File: src/rtl/mem_arbiter_if.sv
// Bundle of the fetch, data and shared-memory ports around mem_arbiter.
// The slave modport is the arbiter's view; master is the CPU/memory side.
interface mem_arbiter_if #(
  parameter int ADDR_W = 32,
  parameter int DATA_W = 32
);
  logic              if_req;
  logic [ADDR_W-1:0] if_addr;
  logic [DATA_W-1:0] if_rdata;
  logic              if_ack;
  logic              if_stall;

  logic              dm_req;
  logic              dm_we;
  logic [ADDR_W-1:0] dm_addr;
  logic [DATA_W-1:0] dm_wdata;
  logic [DATA_W-1:0] dm_rdata;
  logic              dm_ack;
  logic              dm_stall;

  logic              mem_req;
  logic              mem_we;
  logic [ADDR_W-1:0] mem_addr;
  logic [DATA_W-1:0] mem_wdata;
  logic [DATA_W-1:0] mem_rdata;
  logic              mem_ready;

  modport slave (
    input  if_req, if_addr,
    output if_rdata, if_ack, if_stall,
    input  dm_req, dm_we, dm_addr, dm_wdata,
    output dm_rdata, dm_ack, dm_stall,
    output mem_req, mem_we, mem_addr, mem_wdata,
    input  mem_rdata, mem_ready
  );

  modport master (
    output if_req, if_addr,
    input  if_rdata, if_ack, if_stall,
    output dm_req, dm_we, dm_addr, dm_wdata,
    input  dm_rdata, dm_ack, dm_stall,
    input  mem_req, mem_we, mem_addr, mem_wdata,
    output mem_rdata, mem_ready
  );
endinterface

File: src/rtl/mem_arbiter.sv
// Shares one memory port between instruction fetch and data access.
// Data wins by default; a fetch starved for STARVE_MAX data grants is forced.
module mem_arbiter #(
  parameter int ADDR_W     = 32,
  parameter int DATA_W     = 32,
  parameter int STARVE_MAX = 4
) (
  input  logic           clk,
  input  logic           rst,
  mem_arbiter_if.slave   bus
);

  localparam int CNT_W = $clog2(STARVE_MAX + 1);
  localparam logic [CNT_W-1:0] STARVE_LIM = CNT_W'(STARVE_MAX);

  typedef enum logic [1:0] {
    IDLE    = 2'd0,
    IF_BUSY = 2'd1,
    DM_BUSY = 2'd2
  } state_t;

  state_t            state_q,     state_d;
  logic              mem_req_q,   mem_req_d;
  logic              mem_we_q,    mem_we_d;
  logic [ADDR_W-1:0] mem_addr_q,  mem_addr_d;
  logic [DATA_W-1:0] mem_wdata_q, mem_wdata_d;
  logic              if_ack_q,    if_ack_d;
  logic              dm_ack_q,    dm_ack_d;
  logic [DATA_W-1:0] if_rdata_q,  if_rdata_d;
  logic [DATA_W-1:0] dm_rdata_q,  dm_rdata_d;
  logic [CNT_W-1:0]  starve_cnt_q, starve_cnt_d;

  logic if_elig_s;
  logic dm_elig_s;
  logic fetch_win_s;

  // A requester whose ack is showing this cycle is still holding req from the finished transfer.
  assign if_elig_s   = bus.if_req & ~if_ack_q;
  assign dm_elig_s   = bus.dm_req & ~dm_ack_q;
  assign fetch_win_s = if_elig_s & ((starve_cnt_q == STARVE_LIM) | ~dm_elig_s);

  // Next-state, grant and completion logic.
  always_comb begin
    state_d      = state_q;
    mem_req_d    = mem_req_q;
    mem_we_d     = mem_we_q;
    mem_addr_d   = mem_addr_q;
    mem_wdata_d  = mem_wdata_q;
    if_ack_d     = 1'b0;
    dm_ack_d     = 1'b0;
    if_rdata_d   = if_rdata_q;
    dm_rdata_d   = dm_rdata_q;
    starve_cnt_d = starve_cnt_q;

    case (state_q)
      IDLE: begin
        if (fetch_win_s) begin
          state_d      = IF_BUSY;
          mem_req_d    = 1'b1;
          mem_we_d     = 1'b0;
          mem_addr_d   = bus.if_addr;
          mem_wdata_d  = '0;
          starve_cnt_d = '0;
        end else if (dm_elig_s) begin
          state_d     = DM_BUSY;
          mem_req_d   = 1'b1;
          mem_we_d    = bus.dm_we;
          mem_addr_d  = bus.dm_addr;
          mem_wdata_d = bus.dm_wdata;
          if (bus.if_req && (starve_cnt_q != STARVE_LIM)) begin
            starve_cnt_d = starve_cnt_q + CNT_W'(1);
          end else begin
            starve_cnt_d = starve_cnt_q;
          end
        end else begin
          state_d = IDLE;
        end
      end
      IF_BUSY: begin
        if (bus.mem_ready) begin
          state_d    = IDLE;
          mem_req_d  = 1'b0;
          if_ack_d   = 1'b1;
          if_rdata_d = bus.mem_rdata;
        end else begin
          state_d = IF_BUSY;
        end
      end
      DM_BUSY: begin
        if (bus.mem_ready) begin
          state_d   = IDLE;
          mem_req_d = 1'b0;
          dm_ack_d  = 1'b1;
          if (!mem_we_q) begin
            dm_rdata_d = bus.mem_rdata;
          end else begin
            dm_rdata_d = dm_rdata_q;
          end
        end else begin
          state_d = DM_BUSY;
        end
      end
      default: begin
        state_d   = IDLE;
        mem_req_d = 1'b0;
      end
    endcase
  end

  // State and registered outputs; reset abandons any transfer in flight.
  always_ff @(posedge clk or posedge rst) begin
    if (rst) begin
      state_q      <= IDLE;
      mem_req_q    <= 1'b0;
      mem_we_q     <= 1'b0;
      mem_addr_q   <= '0;
      mem_wdata_q  <= '0;
      if_ack_q     <= 1'b0;
      dm_ack_q     <= 1'b0;
      if_rdata_q   <= '0;
      dm_rdata_q   <= '0;
      starve_cnt_q <= '0;
    end else begin
      state_q      <= state_d;
      mem_req_q    <= mem_req_d;
      mem_we_q     <= mem_we_d;
      mem_addr_q   <= mem_addr_d;
      mem_wdata_q  <= mem_wdata_d;
      if_ack_q     <= if_ack_d;
      dm_ack_q     <= dm_ack_d;
      if_rdata_q   <= if_rdata_d;
      dm_rdata_q   <= dm_rdata_d;
      starve_cnt_q <= starve_cnt_d;
    end
  end

  assign bus.if_rdata  = if_rdata_q;
  assign bus.if_ack    = if_ack_q;
  assign bus.if_stall  = bus.if_req & ~if_ack_q;
  assign bus.dm_rdata  = dm_rdata_q;
  assign bus.dm_ack    = dm_ack_q;
  assign bus.dm_stall  = bus.dm_req & ~dm_ack_q;
  assign bus.mem_req   = mem_req_q;
  assign bus.mem_we    = mem_we_q;
  assign bus.mem_addr  = mem_addr_q;
  assign bus.mem_wdata = mem_wdata_q;

endmodule

File: src/flat_wrapper.sv
// flat-port wrapper written by rule: the top's interface ports become plain ports
module mem_arbiter_flat 
#(
  parameter int ADDR_W     = 32,
  parameter int DATA_W     = 32,
  parameter int STARVE_MAX = 4
)
  (clk, rst, bus_if_req, bus_if_addr, bus_if_rdata, bus_if_ack, bus_if_stall, bus_dm_req, bus_dm_we, bus_dm_addr, bus_dm_wdata, bus_dm_rdata, bus_dm_ack, bus_dm_stall, bus_mem_req, bus_mem_we, bus_mem_addr, bus_mem_wdata, bus_mem_rdata, bus_mem_ready);
  mem_arbiter_if #(.ADDR_W(ADDR_W), .DATA_W(DATA_W)) bus_i ();
  input  logic clk;
  input  logic rst;
  input wire logic [$bits(bus_i.if_req)-1:0] bus_if_req;
  input wire logic [$bits(bus_i.if_addr)-1:0] bus_if_addr;
  output wire logic [$bits(bus_i.if_rdata)-1:0] bus_if_rdata;
  output wire logic [$bits(bus_i.if_ack)-1:0] bus_if_ack;
  output wire logic [$bits(bus_i.if_stall)-1:0] bus_if_stall;
  input wire logic [$bits(bus_i.dm_req)-1:0] bus_dm_req;
  input wire logic [$bits(bus_i.dm_we)-1:0] bus_dm_we;
  input wire logic [$bits(bus_i.dm_addr)-1:0] bus_dm_addr;
  input wire logic [$bits(bus_i.dm_wdata)-1:0] bus_dm_wdata;
  output wire logic [$bits(bus_i.dm_rdata)-1:0] bus_dm_rdata;
  output wire logic [$bits(bus_i.dm_ack)-1:0] bus_dm_ack;
  output wire logic [$bits(bus_i.dm_stall)-1:0] bus_dm_stall;
  output wire logic [$bits(bus_i.mem_req)-1:0] bus_mem_req;
  output wire logic [$bits(bus_i.mem_we)-1:0] bus_mem_we;
  output wire logic [$bits(bus_i.mem_addr)-1:0] bus_mem_addr;
  output wire logic [$bits(bus_i.mem_wdata)-1:0] bus_mem_wdata;
  input wire logic [$bits(bus_i.mem_rdata)-1:0] bus_mem_rdata;
  input wire logic [$bits(bus_i.mem_ready)-1:0] bus_mem_ready;
  assign bus_i.if_req = bus_if_req;
  assign bus_i.if_addr = bus_if_addr;
  assign bus_if_rdata = bus_i.if_rdata;
  assign bus_if_ack = bus_i.if_ack;
  assign bus_if_stall = bus_i.if_stall;
  assign bus_i.dm_req = bus_dm_req;
  assign bus_i.dm_we = bus_dm_we;
  assign bus_i.dm_addr = bus_dm_addr;
  assign bus_i.dm_wdata = bus_dm_wdata;
  assign bus_dm_rdata = bus_i.dm_rdata;
  assign bus_dm_ack = bus_i.dm_ack;
  assign bus_dm_stall = bus_i.dm_stall;
  assign bus_mem_req = bus_i.mem_req;
  assign bus_mem_we = bus_i.mem_we;
  assign bus_mem_addr = bus_i.mem_addr;
  assign bus_mem_wdata = bus_i.mem_wdata;
  assign bus_i.mem_rdata = bus_mem_rdata;
  assign bus_i.mem_ready = bus_mem_ready;
  mem_arbiter #(.ADDR_W(ADDR_W), .DATA_W(DATA_W), .STARVE_MAX(STARVE_MAX)) u_core (.clk(clk), .rst(rst), .bus(bus_i));
endmodule
File: config.mk
export PLATFORM = sky130hd
export DESIGN_NAME = mem_arbiter_flat
export DESIGN_NICKNAME = d
export VERILOG_FILES = /design/src/rtl/mem_arbiter_if.sv /design/src/rtl/mem_arbiter.sv /design/src/flat_wrapper.sv
export SDC_FILE = /design/constraint.sdc
export NUM_CORES = 1
export LEC_CHECK = 0
export CAP_MARGIN = 10
export CORE_ASPECT_RATIO = 1.4
export CORE_MARGIN = 4
export CORE_UTILIZATION = 30
export CTS_BUF_LIST = sky130_fd_sc_hd__clkbuf_4 sky130_fd_sc_hd__clkbuf_8 sky130_fd_sc_hd__clkbuf_16
export CTS_CLUSTER_SIZE = 30
export DETAILED_ROUTE_END_ITERATION = 16
export PLACE_DENSITY = 0.73
export SLEW_MARGIN = 10
export SYNTH_ARGS = -nofsm -noshare
export SYNTH_HDL_FRONTEND = slang
export SYNTH_SLANG_ARGS = --single-unit
File: constraint.sdc
create_clock -name clk -period 11.9 [get_ports clk]
set_clock_uncertainty 0.2 [all_clocks]
set_input_delay 2.975 -clock clk [delete_from_list [all_inputs] [get_ports clk]]
set_output_delay 2.975 -clock clk [all_outputs]
set_load 0.1 [all_outputs]
Word level (Yosys, flattened, before mapping). Index checks and enable logic that the tools add are counted.

Register bits: 137. Word-level logic and storage cells: 56. ROM bits: 0. Output and inout bits: 134. Bits in latches: 0. Bits of input ports: 134. RAM bits: 0. Memories: 0.

Muxes and demuxes: 21. Shift-type cells: 0. Div/mod/pow operators: 0. Multipliers: 0. $add $sub $neg: 1. Reductions and logical operators: 10. $lt $le $gt $ge: 0. Bitwise gates (word level): 8. Eq/ne operators: 6.

Operators with widths (number): $mux 32 (4); $mux 1 (9); $mux 3 (3); $mux 2 (3); $pmux 2 s3 (1); $reduce_and 2->1 (3); $reduce_and 3->1 (2); $not 1->1 (4); $reduce_bool 2->1 (2); $add 3x1->3 const B (1); $and 1x1->1 (3); $eq 3x3->1 const B (1); $ne 3x1->1 const B (1); $ne 3x3->1 const B (1); $eq 2x1->1 const B (1); $eq 2x2->1 const B (1); $logic_not 2->1 (1); $ne 2x1->1 const B (1); $pmux 1 s2 (1); $reduce_or 2->1 (1); $logic_and 1x1->1 (1); $or 1x1->1 (1).

Logic depth before layout (Yosys ltp). Gate-level depths: netlist (run 1).

Word-level depth: 7. Depth in mapped cells: 7. Depth with buffers taken out: 6.

Worst setup path after synthesis (run 1). Ideal clock, no wire load.

Path type: input port to output port. Start: input port bus_dm_req. End: output port bus_dm_stall. Required time: 8.725 ns. Path slack: 5.285 ns. Stages: 2. Data arrival time: 3.440 ns. Buffers on the path: 0. Cells stage by stage: nand2b_4 inv_2.

Longest elaborated chain between the ends: 1.

Ends and longest elaborated chain: start, declared (line flat_wrapper.sv:17) `input wire logic [$bits(bus_i.dm_req)-1:0] bus_dm_req;`; $and 1x1->1 (line mem_arbiter.sv:142) `assign bus.dm_stall = bus.dm_req & ~dm_ack_q;`; end, declared (line flat_wrapper.sv:23) `output wire logic [$bits(bus_i.dm_stall)-1:0] bus_dm_stall;`.

No other way between the ends.

Worst setup path in the final report (run 1).
Start: input port bus_if_req. End: output port bus_if_stall.

Longest elaborated chain between the ends: 1.

Ends and longest elaborated chain: start, declared (line flat_wrapper.sv:12) `input wire logic [$bits(bus_i.if_req)-1:0] bus_if_req;`; $and 1x1->1 (line mem_arbiter.sv:139) `assign bus.if_stall = bus.if_req & ~if_ack_q;`; end, declared (line flat_wrapper.sv:16) `output wire logic [$bits(bus_i.if_stall)-1:0] bus_if_stall;`.

No other way between the ends.

==> flow_summary.ini, run 1 <==
[status]
status = finished, final reports clean

[logic_synthesis]
syn_inst = 431
synth_area_leaders = dfrtp_1, mux2_2, a21oi_2, a22o_1, nand2_1
synth_warnings = 0
synth_nets = 571
yosysUniqueCellTypes = 29
synth_edf_count = 0
ys.flop_type = dfrtp_1
ys_seq_elements = 137
syn_area_mm2 = 0.005818
ys_top_cells_by_count = dfrtp_1, a21oi_2, mux2_2
yosysSeqAreaShare = 0.5892
avgSynthCellArea_um2 = 13.50
synth_top_area_cell = dfrtp_1
async_flop_share = 1.000
synth_top_cell_area_share = 0.5892
yosysMostFrequentCell = dfrtp_1

[timing]
timing_worst_slew_pin_value_ns = 1.044
slew_viol_final = 0
fin_tns_setup_ns = 0
hold_viol = 0
setup_viol = 0
min_period_ns = 8.046
period_share = 0.6762
max_freq_mhz = 124.3
relSlewSlack = 0.3019
grt_setup_unrepaired = false

[worst_hold_path]
worst_hold_path_type = flop to flop
hold_path.startpoint = u_core.bus.dm_rdata[26]
whs_path_depth = 1
hold_end = u_core.bus.dm_rdata[26]

[floorplan]
die_x_um = 125.7
start_util = 0.3039
row_count = 60
die_y_um = 172.8
pin_count = 268
die-area_mm2 = 0.02172
core-area_mm2 = 0.01914

[worst_setup_path]
cp_top_family = buffers and inverters
cp.buffers_inverters = 3
worst-setup-path-type = input pin to output port
cp-end-kind = output port
crit_path_start_kind = input pin
crit_top_cell = clkdlybuf4s50_1
rrSetupSlack_ns = 9.49
cp.required_ns = 8.73
r2r_cells = 6
r2r-start = u_core.state_q[1]
cp_slowest_stage_delay_ns = 1.15
path_cells = clkdlybuf4s50_1 > nand2b_4 > inv_2 > clkdlybuf4s50_1
r2r-end = u_core.bus.mem_wdata[31]
critical_path.slowest_cell = clkdlybuf4s50_1
crit_fanout = 5
critPathArrivalTime_ns = 4.87

[clock_network]
cts_buffers = 17
clk_latency_ns = 0.40
cts_sinks = 137
ctsHoldBuffers = 0
htreeDepth = 4
ctsResizeCount = 0
clock-root-buffer = clkbuf_16
post-cts-setup-buffers = 0
cts.path.max_buffers = 2
clk_pin_slew_worst_paths_ns = 0.06
cts_tree = built

[detailed_routing]
wirelength_mm = 16.41
via_count = 4411
vias_per_cell = 4.600
drtIter0Drc = 170
ant_nets = 0
wl_per_cell_um = 17.11
dr.pass1.iters = 4
drc = 0

[placed_design]
place_area_mm2 = 0.008611
dpl.hpwl_mm = 11.76
port_buffers = 267
globalplace.congestion = 0.8185

[global_route]
grt_pass1_wl_mm = 26.27
grt_pass1_vias = 4715
grt_antenna_before_repair = 0
grtUsageTotal = 0.1512
grt.overflow.total = 0
grt_max_degree = 72

[cells_and_area]
nets = 838
syn2layout_area_growth_pct = 57.57
stdcell_area_mm2 = 0.009168
n_antenna_cell = 0
drive_gt1_frac = 0.2405

[job]
cap_violations = 0
worst max-delay path by stage:
stage	from	end	slack (ns)	depth (start not counted)
floorplan	rst	u_core.bus.dm_ack	5.06	1
global placement	bus_if_req	bus_if_stall	3.86	4
detailed placement	bus_if_req	bus_if_stall	3.86	4
CTS	bus_if_req	bus_if_stall	3.86	4
global route	bus_dm_req	bus_dm_stall	3.83	4
finish	bus_if_req	bus_if_stall	3.85	4
stage by stage:
| step | hold WS (ns) | util | worst slack [ns] | cells |
|---|---|---|---|---|
| after global placement | 0.2724 | 0.4498 | 3.858 | 927 |
| final | 0.2920 | 0.4789 | 3.854 | 959 |
| after CTS | 0.2957 | 0.4789 | 3.864 | 959 |
| after global routing | 0.2998 | 0.4789 | 3.826 | 959 |
| after floorplan | 0.3000 | - | 5.057 | 431 |
| after detailed placement | 0.2806 | 0.4498 | 3.864 | 927 |
layer usage:
layer	track usage	wire length, um	up-vias	share of wire
li1	-	-	2038	-
met1	0.1725	6403	2170	0.39
met2	0.2583	8190	186	0.50
met3	0.05964	1490	17	0.091
met4	0.05018	322	0	0.020
met5	0	0	-	0
logic make-up after synthesis:
group                    count (synthesis)  share of synthesized area
multiplexers                            66                     0.1275
buffers and inverters                   34                    0.04817
AO/OA/AOI/OAI                          108                     0.1632
flip-flops                             137                     0.5892
AND/OR/NAND/NOR                         80                    0.05893
adder cells (fa/ha/maj)                  6                    0.01290
cell usage in the layout (no fill, tap or decap), types with 3 or more instances in the layout:
cell	n
mux2_2	57
mux2_1	8
a21oi_1	3
clkdlybuf4s50_1	267
nand2_1	36
inv_8	4
buf_4	7
dfrtp_1	137
clkbuf_16	17
a22o_1	34
inv_6	6
a21oi_2	64
nor2_1	35
ha_1	6
inv_1	5
cell type report:
cell class                 count  area [um2]
clock inverter                15       131.4
tap                          248       310.3
timing repair buffer         274        2725
clock buffer                  17       425.4
inverter                       8       35.03
sequential                   137        3428
multi-input combinational    260        2112
fill                        1768        9976
flip-flops by register name, summed over array words and instances, names as in the netlist:
name and count:
u_core.bus.mem_req 1, u_core.bus.if_ack 1, u_core.bus.dm_rdata 32, u_core.starve_cnt_q 3, u_core.bus.dm_ack 1, u_core.state_q 2
u_core.bus.mem_addr 32, u_core.bus.mem_we 1, u_core.bus.mem_wdata 32, u_core.bus.if_rdata 32
Power of run 1 is left out: the tool's default activity adds up to more than one toggle a clock period on the data nets, which glitch-free logic cannot reach.
==> run 2, diff against run 1 <==
Settings changed: PLACE_DENSITY 0.73 to 0.76.
Clock period 11.9 ns to 7.2 ns, I/O delays scaled along.
==> run 2 against run 1 <==
Net effect:
- critical path depth is the same
- register-to-register slack got worse by 4.8 ns
- clock-buffer cell count increased by 1
- critical endpoint is now bus_dm_stall
==> flow_summary.ini, run 2 (synthesized netlist as in run 1, its figures left out) <==
[status]
status = finished, final reports clean

[job]
cap_violations = 0

[global_route]
grt_pass1_vias = 4748
grt.overflow.total = 0
grt_pass1_wl_mm = 26.10
grt_max_degree = 95
grt_antenna_before_repair = 1
grtUsageTotal = 0.1493

[placed_design]
globalplace.congestion = 0.7891
port_buffers = 267
dpl.hpwl_mm = 11.43

[clock_network]
clk_latency_ns = 0.40
ctsResizeCount = 0
clock-root-buffer = clkbuf_16
post-cts-setup-buffers = 0
ctsHoldBuffers = 0
htreeDepth = 4
cts_tree = built
cts_sinks = 137
cts_buffers = 17
clk_pin_slew_worst_paths_ns = 0.06
cts.path.max_buffers = 2

[floorplan]
die-area_mm2 = 0.02172
die_x_um = 125.7
die_y_um = 172.8
start_util = 0.3039
core-area_mm2 = 0.01914
pin_count = 268
row_count = 60

[worst_setup_path]
crit_top_cell = clkdlybuf4s50_1
worst-setup-path-type = input pin to output port
r2r-end = u_core.bus.mem_addr[4]
cp-end-kind = output port
critical_path.slowest_cell = clkdlybuf4s50_1
cp_slowest_stage_delay_ns = 1.19
path_cells = clkdlybuf4s50_1 > nand2b_4 > inv_2 > clkdlybuf4s50_1
r2r_cells = 6
crit_path_start_kind = input pin
cp.required_ns = 5.20
crit_fanout = 5
r2r-start = u_core.bus.if_ack
rrSetupSlack_ns = 4.74
critPathArrivalTime_ns = 3.73

[detailed_routing]
ant_nets = 0
via_count = 4366
drc = 0
dr.pass1.iters = 4
wirelength_mm = 16.12
vias_per_cell = 4.557
wl_per_cell_um = 16.83
drtIter0Drc = 144

[cells_and_area]
nFillCells = 1751
fin_util = 0.4808
n_antenna_cell = 0
drive_gt1_frac = 0.2394
final_common_cell = clkdlybuf4s50_1
nets = 837
final_cell_mix = clkdlybuf4s50_1, dfrtp_1, a21oi_2
syn2layout_area_growth_pct = 58.19

[timing]
whs_ns = 0.2899
fin_tns_setup_ns = 0
period_share = 0.7956
hold_viol = 0
setup_viol = 0
relSlewSlack = 0.3063
slew_viol_final = 0
grt_setup_unrepaired = false
timing_worst_slew_pin_value_ns = 1.037
min_period_ns = 5.728
max_freq_mhz = 174.6

[worst_hold_path]
worst_hold_path_type = flop to flop
hold_path.startpoint = u_core.bus.dm_rdata[24]
whs_path_depth = 1
hold_end = u_core.bus.dm_rdata[24]
-- run 2: cell count changes in the layout (fill, tap and decap cells not counted) --
| cell | delta |
|---|---|
| bufinv_16 | +2 |
| clkinv_4 | +2 |
| inv_6 | -2 |
| inv_8 | -2 |
| buf_4 | -1 |
| clkbuf_8 | +1 |
| clkinvlp_4 | -1 |
-- run 2: worst max-delay path by stage --
stage                     slack [ns]  cells past startpoint           endpoint       start
after global placement          1.47                      4       bus_dm_stall  bus_dm_req
final                           1.47                      4       bus_dm_stall  bus_dm_req
after floorplan                 1.53                      1  u_core.bus.dm_ack         rst
after global routing            1.42                      4       bus_dm_stall  bus_dm_req
after detailed placement        1.46                      4       bus_dm_stall  bus_dm_req
after CTS                       1.46                      4       bus_dm_stall  bus_dm_req
-- run 2: routing by layer --
metal  global-route usage  wire length (um)  share of wire  vias up
met5                    0                 7        0.00043        -
met4              0.04566               241          0.015        2
met3              0.05655              1308          0.081       17
met2               0.2542              8102           0.50      167
met1               0.1741              6460           0.40     2143
li1                     -                 -              -     2037
-- run 2: final cells by class --
type | count | area (um2) | share of cell area
flip-flops and latches | 137 | 3428 | 0.3725
repair buffers | 273 | 2718 | 0.2953
multi-input cells | 260 | 2112 | 0.2295
inverters | 8 | 35.03 | 0.003806
clock inverters | 14 | 161.4 | 0.01754
well taps | 248 | 310.3 | 0.03371
clock buffers | 18 | 439.2 | 0.04772
-- run 2: per-stage QoR --
step / cells / worst slack, ns / area [um2]
6_report: 958 / 1.472 / 9204
5_1_grt: 958 / 1.423 / 9204
4_1_cts: 958 / 1.458 / 9204
3_5_place_dp: 926 / 1.463 / 8603
3_3_place_gp: 926 / 1.465 / 8603
2_1_floorplan: 431 / 1.532 / 5818
-- run 2: critical path, delay by kind of cell --
family	cells	cell delay [ns]
simple gates	1	0.08
buf+inv	3	1.84
Power of run 2 is left out for the same reason.
